`src/rtl/alu_pkg.sv`:
```
// Shared definitions for the ALU divide path.
// Holds the divider state encoding, the default operand width and the
// quotient value a divide-by-zero produces.
package alu_pkg;

    localparam int unsigned DEF_WIDTH = 16;
    localparam int unsigned DEF_CNT_W = 5;

    // Divider FSM state encoding
    localparam logic [1:0] ST_IDLE = 2'd0;
    localparam logic [1:0] ST_LOAD = 2'd1;
    localparam logic [1:0] ST_RUN  = 2'd2;
    localparam logic [1:0] ST_DONE = 2'd3;

    // Quotient left by the unmodified algorithm when the divisor is zero
    localparam logic [DEF_WIDTH-1:0] DBZ_QUOT = '1;

endpackage

```
`src/rtl/alu_divider_div_step.sv`:
```
// div_step: one restoring-division iteration, purely combinational.
// Ports:
//   i_rem     partial remainder before the iteration
//   i_msb     dividend bit shifted into the remainder
//   i_dvs     divisor
//   o_rem_c   partial remainder after the iteration
//   o_qbit_c  quotient bit produced by the iteration
module div_step #(
    parameter int unsigned WIDTH = 16
) (
    input  logic [WIDTH-1:0] i_rem,
    input  logic             i_msb,
    input  logic [WIDTH-1:0] i_dvs,
    output logic [WIDTH-1:0] o_rem_c,
    output logic             o_qbit_c
);

    logic [WIDTH:0]   w_trial;
    logic [WIDTH+1:0] w_diff;
    logic             w_unused_diff_msb;

    // Shifted remainder keeps its top bit so the compare spans WIDTH+1 bits
    assign w_trial = {i_rem, i_msb};

    // Borrow out of the WIDTH+1-bit subtract decides the quotient bit
    assign w_diff   = {1'b0, w_trial} - {2'b00, i_dvs};
    assign o_qbit_c = ~w_diff[WIDTH+1];

    // On a successful subtract the result is below the divisor, so bit WIDTH is zero
    assign w_unused_diff_msb = w_diff[WIDTH];

    assign o_rem_c = o_qbit_c ? w_diff[WIDTH-1:0] : w_trial[WIDTH-1:0];

endmodule

```
`src/rtl/alu_divider.sv`:
```
// alu_divider: sequential unsigned restoring divider, one quotient bit per
// enabled cycle. Results hold on divq/divr until the next division completes.
// Ports:
//   clock, reset_n  clock and asynchronous active-low reset
//   numer, denom    dividend and divisor, sampled only in LOAD
//   dclken          iteration enable (stalls RUN while low)
//   daclr           synchronous start / abort, loads the operands
//   divq, divr      quotient / remainder of the last completed division
//   busy            division in progress
//   done            one-cycle pulse when divq/divr update
//   dbz             last completed division had a zero divisor
// Build option: ALU_DIVIDER_AUTOSTART_EN also starts a division from IDLE
// when dclken is high and the operands differ from those last loaded.
module alu_divider
    import alu_pkg::*;
#(
    parameter int unsigned WIDTH = DEF_WIDTH,
    parameter int unsigned CNT_W = DEF_CNT_W
) (
    input  logic             clock,
    input  logic             reset_n,
    input  logic [WIDTH-1:0] numer,
    input  logic [WIDTH-1:0] denom,
    input  logic             dclken,
    input  logic             daclr,
    output logic [WIDTH-1:0] divq,
    output logic [WIDTH-1:0] divr,
    output logic             busy,
    output logic             done,
    output logic             dbz
);

    logic [1:0]       r_state;
    logic [1:0]       w_next;
    logic [WIDTH-1:0] r_dvd;
    logic [WIDTH-1:0] r_dvs;
    logic [WIDTH-1:0] r_rem;
    logic [CNT_W-1:0] r_cnt;
    logic             r_dbz_pend;
    logic [WIDTH-1:0] w_rem_next;
    logic             w_qbit;
    logic             w_iter;
    logic             w_auto;

`ifdef ALU_DIVIDER_AUTOSTART_EN
    logic [2*WIDTH-1:0] r_shadow;

    // Operand change seen while enabled restarts the division on its own
    assign w_auto = dclken && ({numer, denom} != r_shadow);

    // Operands of the most recent LOAD
    always_ff @(posedge clock or negedge reset_n) begin
        if (!reset_n) begin
            r_shadow <= '0;
        end else if (r_state == ST_LOAD) begin
            r_shadow <= {numer, denom};
        end
    end
`else
    assign w_auto = 1'b0;
`endif

    // An abort takes priority over an iteration in the same cycle
    assign w_iter = (r_state == ST_RUN) && dclken && !daclr;

    div_step #(
        .WIDTH(WIDTH)
    ) u_div_step (
        .i_rem   (r_rem),
        .i_msb   (r_dvd[WIDTH-1]),
        .i_dvs   (r_dvs),
        .o_rem_c (w_rem_next),
        .o_qbit_c(w_qbit)
    );

    // State register
    always_ff @(posedge clock or negedge reset_n) begin
        if (!reset_n) begin
            r_state <= ST_IDLE;
        end else begin
            r_state <= w_next;
        end
    end

    // Next-state logic; daclr outside IDLE aborts back into LOAD
    always_comb begin
        w_next = r_state;
        case (r_state)
            ST_IDLE: begin
                if (daclr || w_auto) begin
                    w_next = ST_LOAD;
                end
            end
            ST_LOAD: begin
                w_next = daclr ? ST_LOAD : ST_RUN;
            end
            ST_RUN: begin
                if (daclr) begin
                    w_next = ST_LOAD;
                end else if (dclken && (r_cnt == CNT_W'(1))) begin
                    w_next = ST_DONE;
                end
            end
            ST_DONE: begin
                w_next = daclr ? ST_LOAD : ST_IDLE;
            end
            default: begin
                w_next = ST_IDLE;
            end
        endcase
    end

    // Working registers: load operands, then shift/subtract once per enabled cycle
    always_ff @(posedge clock or negedge reset_n) begin
        if (!reset_n) begin
            r_dvd      <= '0;
            r_dvs      <= '0;
            r_rem      <= '0;
            r_cnt      <= '0;
            r_dbz_pend <= 1'b0;
        end else if (r_state == ST_LOAD) begin
            r_dvd      <= numer;
            r_dvs      <= denom;
            r_rem      <= '0;
            r_cnt      <= CNT_W'(WIDTH);
            r_dbz_pend <= (denom == '0);
        end else if (w_iter) begin
            r_rem <= w_rem_next;
            r_dvd <= {r_dvd[WIDTH-2:0], w_qbit};
            r_cnt <= r_cnt - CNT_W'(1);
        end
    end

    // Registered outputs; results publish only when DONE completes without abort
    always_ff @(posedge clock or negedge reset_n) begin
        if (!reset_n) begin
            divq <= '0;
            divr <= '0;
            dbz  <= 1'b0;
            done <= 1'b0;
            busy <= 1'b0;
        end else begin
            busy <= (w_next == ST_LOAD) || (w_next == ST_RUN);
            done <= 1'b0;
            if ((r_state == ST_DONE) && !daclr) begin
                divq <= r_dvd;
                divr <= r_rem;
                dbz  <= r_dbz_pend;
                done <= 1'b1;
            end
        end
    end

endmodule

```
`config.mk`:
```
export PLATFORM = sky130hd
export DESIGN_NAME = alu_divider
export DESIGN_NICKNAME = d
export VERILOG_FILES = /design/src/rtl/alu_pkg.sv /design/src/rtl/alu_divider_div_step.sv /design/src/rtl/alu_divider.sv
export SDC_FILE = /design/constraint.sdc
export NUM_CORES = 1
export LEC_CHECK = 0
export ABC_CLOCK_PERIOD_IN_PS = 2400
export CAP_MARGIN = 20
export CORE_MARGIN = 2
export CORE_UTILIZATION = 49
export DETAILED_ROUTE_END_ITERATION = 12
export MAX_ROUTING_LAYER = met4
export PLACE_DENSITY = 0.77
export SYNTH_ARGS = -nofsm -noshare
export SYNTH_HDL_FRONTEND = slang
export SYNTH_SLANG_ARGS = --single-unit
```
`constraint.sdc`:
```
create_clock -name clock -period 2.4 [get_ports clock]
set_input_delay 0.24 -clock clock [delete_from_list [all_inputs] [get_ports clock]]
set_output_delay 0.24 -clock clock [all_outputs]
set_load 0.02 [all_outputs]
```
==> key figures, run 1 <==
Final layout
  – Ant diodes: 0
  – Count of non-filler cells in the finished layout: 719
  – Share of layout cells above drive strength 1: 16.7%
  – Most frequent cells in the layout: 164 x nand2_1, 89 x dfrtp_1, 69 x clkdlybuf4s50_1
  – Layout Nets: 661
  – Most common cell after layout, fill and taps aside: nand2_1
  – Area growth, synth to finish: 33.7%

Worst setup path
  – WP data required: roughly 2.7 ns
  – CP startpoint: r_rem[0]$_DFFE_PN0P_
  – Worst r2r src: r_rem[0]$_DFFE_PN0P_
  – WP data arrival: 2.73 ns
  – CP Capture Type: flip-flop
  – CP Launch Type: flip-flop
  – Worst reg2reg setup slack: -0.03 ns
  – CP Class: flip-flop to flip-flop
  – R2R Path End: r_rem[5]$_DFFE_PN0P_
  – Critical Path End: r_rem[5]$_DFFE_PN0P_
  – CP max FO: 8
  – FF-to-FF path depth: 8

Yosys
  – Sequential share of the synthesized area: 50.7%
  – Mapped cell area: between 4000 and 5000 sq um
  – Synthesis Warnings: 0
  – Flops & latches, synth: 91
  – Post-Syn Area per Cell: between 8 and 9 sq um
  – Syn nets: 556
  – Top cell type's share of synthesized area: 50.7%
  – FFs w/ async S/R, synth: 100%
  – Netlist cell types: 49
  – Most used DFF post-synth: dfrtp_1
  – Synthesized instance count: 501
  – Top cells by area, synth: dfrtp_1 51%, nand2_1 14%, ha_1 5.0%, nand3_1 3.3%, o21ai_0 3.1%
  – Post-synth EDFFs: 0
  – Largest area contributor in the netlist: dfrtp_1

STA
  – Setup ws final: -0.0288 ns
  – RSZ-0062 raised after global routing: true
  – Fmax: a little over 0.4 GHz
  – Worst Skew: about 0.011 ns
  – TNS Setup: -0.0288 ns
  – Hold Vio Cnt, Final: 0
  – Slew @ Worst Pin: 0.522 ns
  – Rel. slew slack: 65.2%
  – Pins over their slew limit: 0
  – Min Tclk post-route: 2.43 ns
  – Period utilization: 101%
  – Setup violators final: 1

Power and ir drop
  – Power density over the cells: 612 nW/um^2
  – Leakage: 2.84 nW
  – Worst VDD drop: 0.300 mV

Place
  – Buffers on Ports: 70
  – Inst Count DP: 688
  – Hpwl dp: about 8000 um
  – Placer Congestion: ~1.0

Global routing
  – Total grt overflow: 0
  – Largest net degree at the start of global routing: 65
  – Initial antenna violation count: 0
  – Vias in the first global route: 3931
  – First-pass GRT wire length: about 19000 um
  – Total track usage: 24.2%

CTS
  – TritonCTS clock tree: yes
  – Root Buffer: clkbuf_8
  – H-Tree Depth: 3
  – Clock-pin slew on the worst setup and hold paths: 0.10 ns
  – Num CTS Buffers: 9
  – # clock sinks: 91
  – Clk_lat worst skew: approximately 0.36 ns
  – CTS Buffer Depth: 2

Routing
  – Drt pass-1 iters: 5
  – Routed Antenna Nets: 0
  – Starting DRC count in detailed routing: approximately 210
  – Via count: approximately 4000
  – Final wirelength: 11800 um
  – DRC: 0
  – Routed WL per cell: 16.4 um
  – Drt via density: about 5.6

Floorplan
  – Die width: 99.8 um
  – Rows: 34
  – Top Ports: 71
  – Chip height: about 100 um
  – Starting density of the core: 51.1%
  – Core area: 8810 sq um
  – Full die area: 9960 sq um

Min path
  – Hold Path Class: primary input to asynchronous set/reset pin

Run status
  – Violations in the final reports: negative setup slack
  – Outcome: finished with violations

Flow run
  – Max-Cap Viols: 0
## critical path: stages (launching register included)
cell and delay, ns:
dfrtp_2 0.46, ha_4 0.27, nor2b_2 0.16, o2111ai_2 0.19, a21oi_4 0.22, o41ai_4 0.11, o221a_4 0.33, or4_1 0.51
nand3_1 0.10
## routing by layer
layer / share of wire [%] / wire length [um] / track usage, % / vias to the layer above
met5: 0 / 0 / - / -
met4: 1.9 / 223 / 8.54 / 0
met3: 4.5 / 532 / 3.97 / 18
met2: 50 / 5930 / 38.7 / 128
met1: 43 / 5090 / 31.6 / 1947
li1: - / - / - / 1911
## where the power goes
group | leakage, nW | switching, W | internal, W
clock | 0.0902 | 0.000618 | 0.000406
sequential | 1.18 | 0.0000870 | 0.00168
combinational | 1.57 | 0.000481 | 0.000400
total | 2.84 | 0.00119 | 0.00249
## area by class of cell
class,count,area (sq um)
Fill cell,722,2800
Sequential cell,91,2280
Multi-Input combinational cell,364,2220
Timing Repair Buffer,117,1090
Tap cell,108,135
Clock buffer,9,124
Inverter,23,86.3
Clock inverter,7,72.6
## worst min path at each step
stage	slack, ns	to	from
final	0.33	r_dvs[14]$_DFFE_PN0P_	reset_n
after global routing	0.36	r_cnt[4]$_DFFE_PN0P_	reset_n
after CTS	0.34	r_dvs[14]$_DFFE_PN0P_	reset_n
after detailed placement	0.19	r_dvs[14]$_DFFE_PN0P_	reset_n
after global placement	0.18	r_dvs[14]$_DFFE_PN0P_	reset_n
after floorplan	-0.06	busy$_DFF_PN0_	reset_n
## metrics by stage
stage	hold slack (ns)	area, sq um	power, W	worst slack [ns]	utilization [%]
detailed placement	0.191	5480	0.00260	-0.131	62.3
CTS	0.336	5800	0.00363	-0.00413	65.9
global placement	0.184	5480	0.00258	-0.0689	62.3
finish	0.327	6010	0.00367	-0.0288	68.2
global route	0.363	6010	0.00385	-0.121	68.2
floorplan	-0.0556	4500	0.00222	0.0121	-
## cells in the mapped netlist (2+ instances only)
cell        n
a22oi_1    15
o21a_1      2
dfrtp_1    91
a31oi_1     4
a21oi_1    11
o21ai_0    28
o31ai_1     3
nor2_1     14
a21o_1      6
nand2b_1    5
xor2_1      3
buf_1       4
nand2_1   165
buf_2       3
nor3_1      2
xnor2_1    11
nand3_1    30
nand4_1     2
ha_1       18
nor4_1      8
a211oi_1    2
o21ai_1     2
nor2b_1     5
clkbuf_1   14
inv_1      23
nand3b_1    2
a32oi_1     4
nor3b_1     2
o22ai_1     2
## cell families (layout without fill, tap and decap cells)
family	Yosys count	after routing	synth area share [%]
and+or+nand+nor	239	239	22.6
AOI/OAI and AO/OA	91	91	14.0
adders and majority gates	19	19	5.46
muxes	1	1	0.223
DFF	91	91	50.7
xor gates and xnor gates	14	14	2.73
buffers and inverters	46	156	4.34
## registers in the layout, summed over array words and instances, names as in the netlist, 2 cells and up
signal   count
divr        16
r_cnt        5
r_state      2
divq        16
r_rem       16
r_dvd       16
r_dvs       16
## timing repair
item	in CTS	in global routing
pin swaps	7	14
endpoints found under the setup margin	14	17
setup buffers	5	9
hold buffers	1	0
resized for setup	12	29
endpoints found under the hold margin	27	0
gates cloned	0	0
No activity file was read; power rests on OpenSTA's default activity.
==> inputs of run 2 (changes only) <==
--- a/config.mk
+++ b/config.mk
@@ -5,13 +5,13 @@
 export SDC_FILE = /design/constraint.sdc
 export NUM_CORES = 1
 export LEC_CHECK = 0
-export ABC_CLOCK_PERIOD_IN_PS = 2400
+export ABC_CLOCK_PERIOD_IN_PS = 3000
 export CAP_MARGIN = 20
 export CORE_MARGIN = 2
 export CORE_UTILIZATION = 49
 export DETAILED_ROUTE_END_ITERATION = 12
 export MAX_ROUTING_LAYER = met4
-export PLACE_DENSITY = 0.77
+export PLACE_DENSITY = 0.74
 export SYNTH_ARGS = -nofsm -noshare
 export SYNTH_HDL_FRONTEND = slang
 export SYNTH_SLANG_ARGS = --single-unit
==> constraint.sdc (replaced) <==
create_clock -name clock -period 3 [get_ports clock]
set_input_delay 0.3 -clock clock [delete_from_list [all_inputs] [get_ports clock]]
set_output_delay 0.3 -clock clock [all_outputs]
set_load 0.02 [all_outputs]
==> key figures, run 2 (synthesis gave the netlist of run 1 again) <==
Run status
  – Outcome: finished, final reports clean (was finished with violations)

Final layout
  – Fin util: 63.2% (was 68.2%)
  – Most common cell after layout, fill and taps aside: nand2_1 (unchanged)
  – Fin area: 5560 sq um (was 6010 sq um)
  – Layout Nets: 625 (was 661)
  – Share of layout cells above drive strength 1: 6.26% (was 16.7%)
  – Area growth, synth to finish: 23.8% (was 33.7%)
  – Ant diodes: 0 (unchanged)
  – Most frequent cells in the layout: 165 x nand2_1, 91 x dfrtp_1, 69 x clkdlybuf4s50_1 (was 164 x nand2_1, 89 x dfrtp_1, 69 x clkdlybuf4s50_1)

Worst setup path
  – WP data arrival: 2.88 ns (was 2.73 ns)
  – Worst r2r src: r_rem[0]$_DFFE_PN0P_ (unchanged)
  – CP Class: flip-flop to flip-flop (unchanged)
  – CP max FO: 19 (was 8)
  – WP data required: 3.23 ns (was 2.70 ns)
  – CP startpoint: r_rem[0]$_DFFE_PN0P_ (unchanged)
  – CP Launch Type: flip-flop (unchanged)
  – CP Capture Type: flip-flop (unchanged)

Routing
  – Final wirelength: 10700 um (was 11800 um)
  – Drt pass-1 iters: 5 (unchanged)
  – Via count: 3747 (was 4004)
  – DRC: 0 (unchanged)
  – Routed WL per cell: 15.7 um (was 16.4 um)
  – Drt via density: 5.49 (was 5.57)
  – Starting DRC count in detailed routing: 217 (was 208)
  – Routed Antenna Nets: 0 (unchanged)

CTS
  – Postcts setup bufs: 0 (was 5)
  – H-Tree Depth: 3 (unchanged)
  – Clock-pin slew on the worst setup and hold paths: 0.09 ns (was 0.10 ns)
  – Num CTS Buffers: 9 (unchanged)
  – # clock sinks: 91 (unchanged)
  – Root Buffer: clkbuf_8 (unchanged)
  – Clk_lat worst skew: 0.36 ns (about the same)
  – TritonCTS clock tree: yes (unchanged)
  – CTS Buffer Depth: 2 (unchanged)

Power and ir drop
  – Sw frac: 29.2% (was 32.3%)
  – Power density over the cells: 538 nW/um^2 (was 612 nW/um^2)
  – Comb pwr share: 20.5% (was 24.0%)
  – Clock power frac: 32.3% (was 27.9%)
  – Int Power: 0.00212 W (was 0.00249 W)
  – Leakage: 2.68 nW (was 2.84 nW)
  – Seq pwr share: 47.2% (was 48.2%)
  – Worst VDD drop: 0.277 mV (was 0.300 mV)
  – Switching power of the nets: 0.000875 W (was 0.00119 W)

Place
  – Placer Congestion: 0.946 (was 1.00)
  – Placed Area: 5320 sq um (was 5480 sq um)
  – Pre-CTS setup slack: 0.382 ns (was -0.131 ns)
  – Buffers on Ports: 70 (unchanged)
  – Hpwl dp: 7490 um (was 7900 um)

STA
  – TNS Setup: 0 ns (was -0.0288 ns)
  – Setup violators final: 0 (was 1)
  – Setup ws final: 0.351 ns (was -0.0288 ns)
  – Slew @ Worst Pin: 0.546 ns (was 0.522 ns)
  – Fmax: 0.378 GHz (was 0.412 GHz)
  – Rel. slew slack: 63.6% (was 65.2%)
  – RSZ-0062 raised after global routing: false (was true)
  – Hold Vio Cnt, Final: 0 (unchanged)
  – Min Tclk post-route: 2.65 ns (was 2.43 ns)
  – Pins over their slew limit: 0 (unchanged)
  – Period utilization: 88.3% (was 101%)
  – Worst Skew: 0.0128 ns (was 0.0106 ns)

Floorplan
  – Rows: 34 (unchanged)
  – Chip height: 99.8 um (unchanged)
  – Die width: 99.8 um (unchanged)
  – Top Ports: 71 (unchanged)
  – Core area: 8810 sq um (unchanged)
  – Starting density of the core: 51.1% (unchanged)
  – Full die area: 9960 sq um (unchanged)

Global routing
  – Largest net degree at the start of global routing: 51 (was 65)
  – Total track usage: 23.5% (was 24.2%)
  – Vias in the first global route: 3728 (was 3931)
  – Initial antenna violation count: 0 (unchanged)
  – Total grt overflow: 0 (unchanged)
  – First-pass GRT wire length: 18000 um (was 18600 um)

Min path
  – Hold Path Class: primary input to asynchronous set/reset pin (unchanged)

Flow run
  – Max-Cap Viols: 0 (unchanged)
-- run 2: changes by cell type in the layout (fill, tap and decap cells not counted), moves of 3 or more --
cell,delta
buf_4,-32
inv_8,-3
ha_1,+5
inv_1,+4
clkinvlp_4,-3
ha_4,-3
inv_2,-4
buf_6,-3
-- run 2: metrics by stage --
| stage | hold WS [ns] | instances | power, W |
|---|---|---|---|
| after global placement | 0.313 | 666 | 0.00204 |
| final | 0.448 | 683 | 0.00299 |
| after floorplan | 0.00441 | 501 | 0.00177 |
| after global routing | 0.484 | 683 | 0.00314 |
| after CTS | 0.456 | 683 | 0.00302 |
| after detailed placement | 0.318 | 666 | 0.00205 |
-- run 2: worst paths after layout --
path                       cells after the start               endpoint  slack [ns]
hold / removal                                 2  r_dvs[13]$_DFFE_PN0P_        0.45
setup reg to reg                               9  r_rem[15]$_DFFE_PN0P_        0.35
hold reg to reg                                2    divr[5]$_DFFE_PN0P_        0.48
min in group clock                             2    divr[5]$_DFFE_PN0P_        0.48
max in group asynchronous                      3   r_dvs[0]$_DFFE_PN0P_        1.89
setup / recovery                               9  r_rem[15]$_DFFE_PN0P_        0.35
-- run 2: power by group through the flow --
| stage | clock network, W | registers (W) | logic [W] |
|---|---|---|---|
| 3_5_place_dp | 0 | 0.00144 | 0.000615 |
| 6_report | 0.000966 | 0.00141 | 0.000613 |
| 4_1_cts | 0.000985 | 0.00141 | 0.000619 |
| 3_3_place_gp | 0 | 0.00143 | 0.000605 |
| 5_1_grt | 0.00103 | 0.00143 | 0.000679 |
| 2_1_floorplan | 0 | 0.00150 | 0.000273 |
-- run 2: final cells by class --
class,instances,area [sq um]
multi-input combinational,364,2030
fill,755,3240
sequential,91,2280
timing repair buffer,81,796
clock inverter,6,98.8
tap,108,135
inverter,23,86.3
clock buffer,10,138
-- run 2: what timing repair did --
item,in CTS,in global routing
endpoints found under the hold margin,41,0
gates resized for setup,0,0
hold buffers,1,0
-- run 2: critical path: stages, from the launching register on --
cell and delay, ns:
dfrtp_1 0.45, ha_1 0.30, nor2b_1 0.17, o2111ai_1 0.20
a21oi_2 0.27, o41ai_4 0.11, buf_4 0.17, o221a_4 0.35
nor4_1 0.38, o21ai_1 0.12
-- run 2: metal layers --
layer / global-route usage [%] / wire length, um
met5: - / 0
met2: 37.0 / 5060
met4: 7.06 / 188
met1: 31.6 / 5020
met3: 4.32 / 439
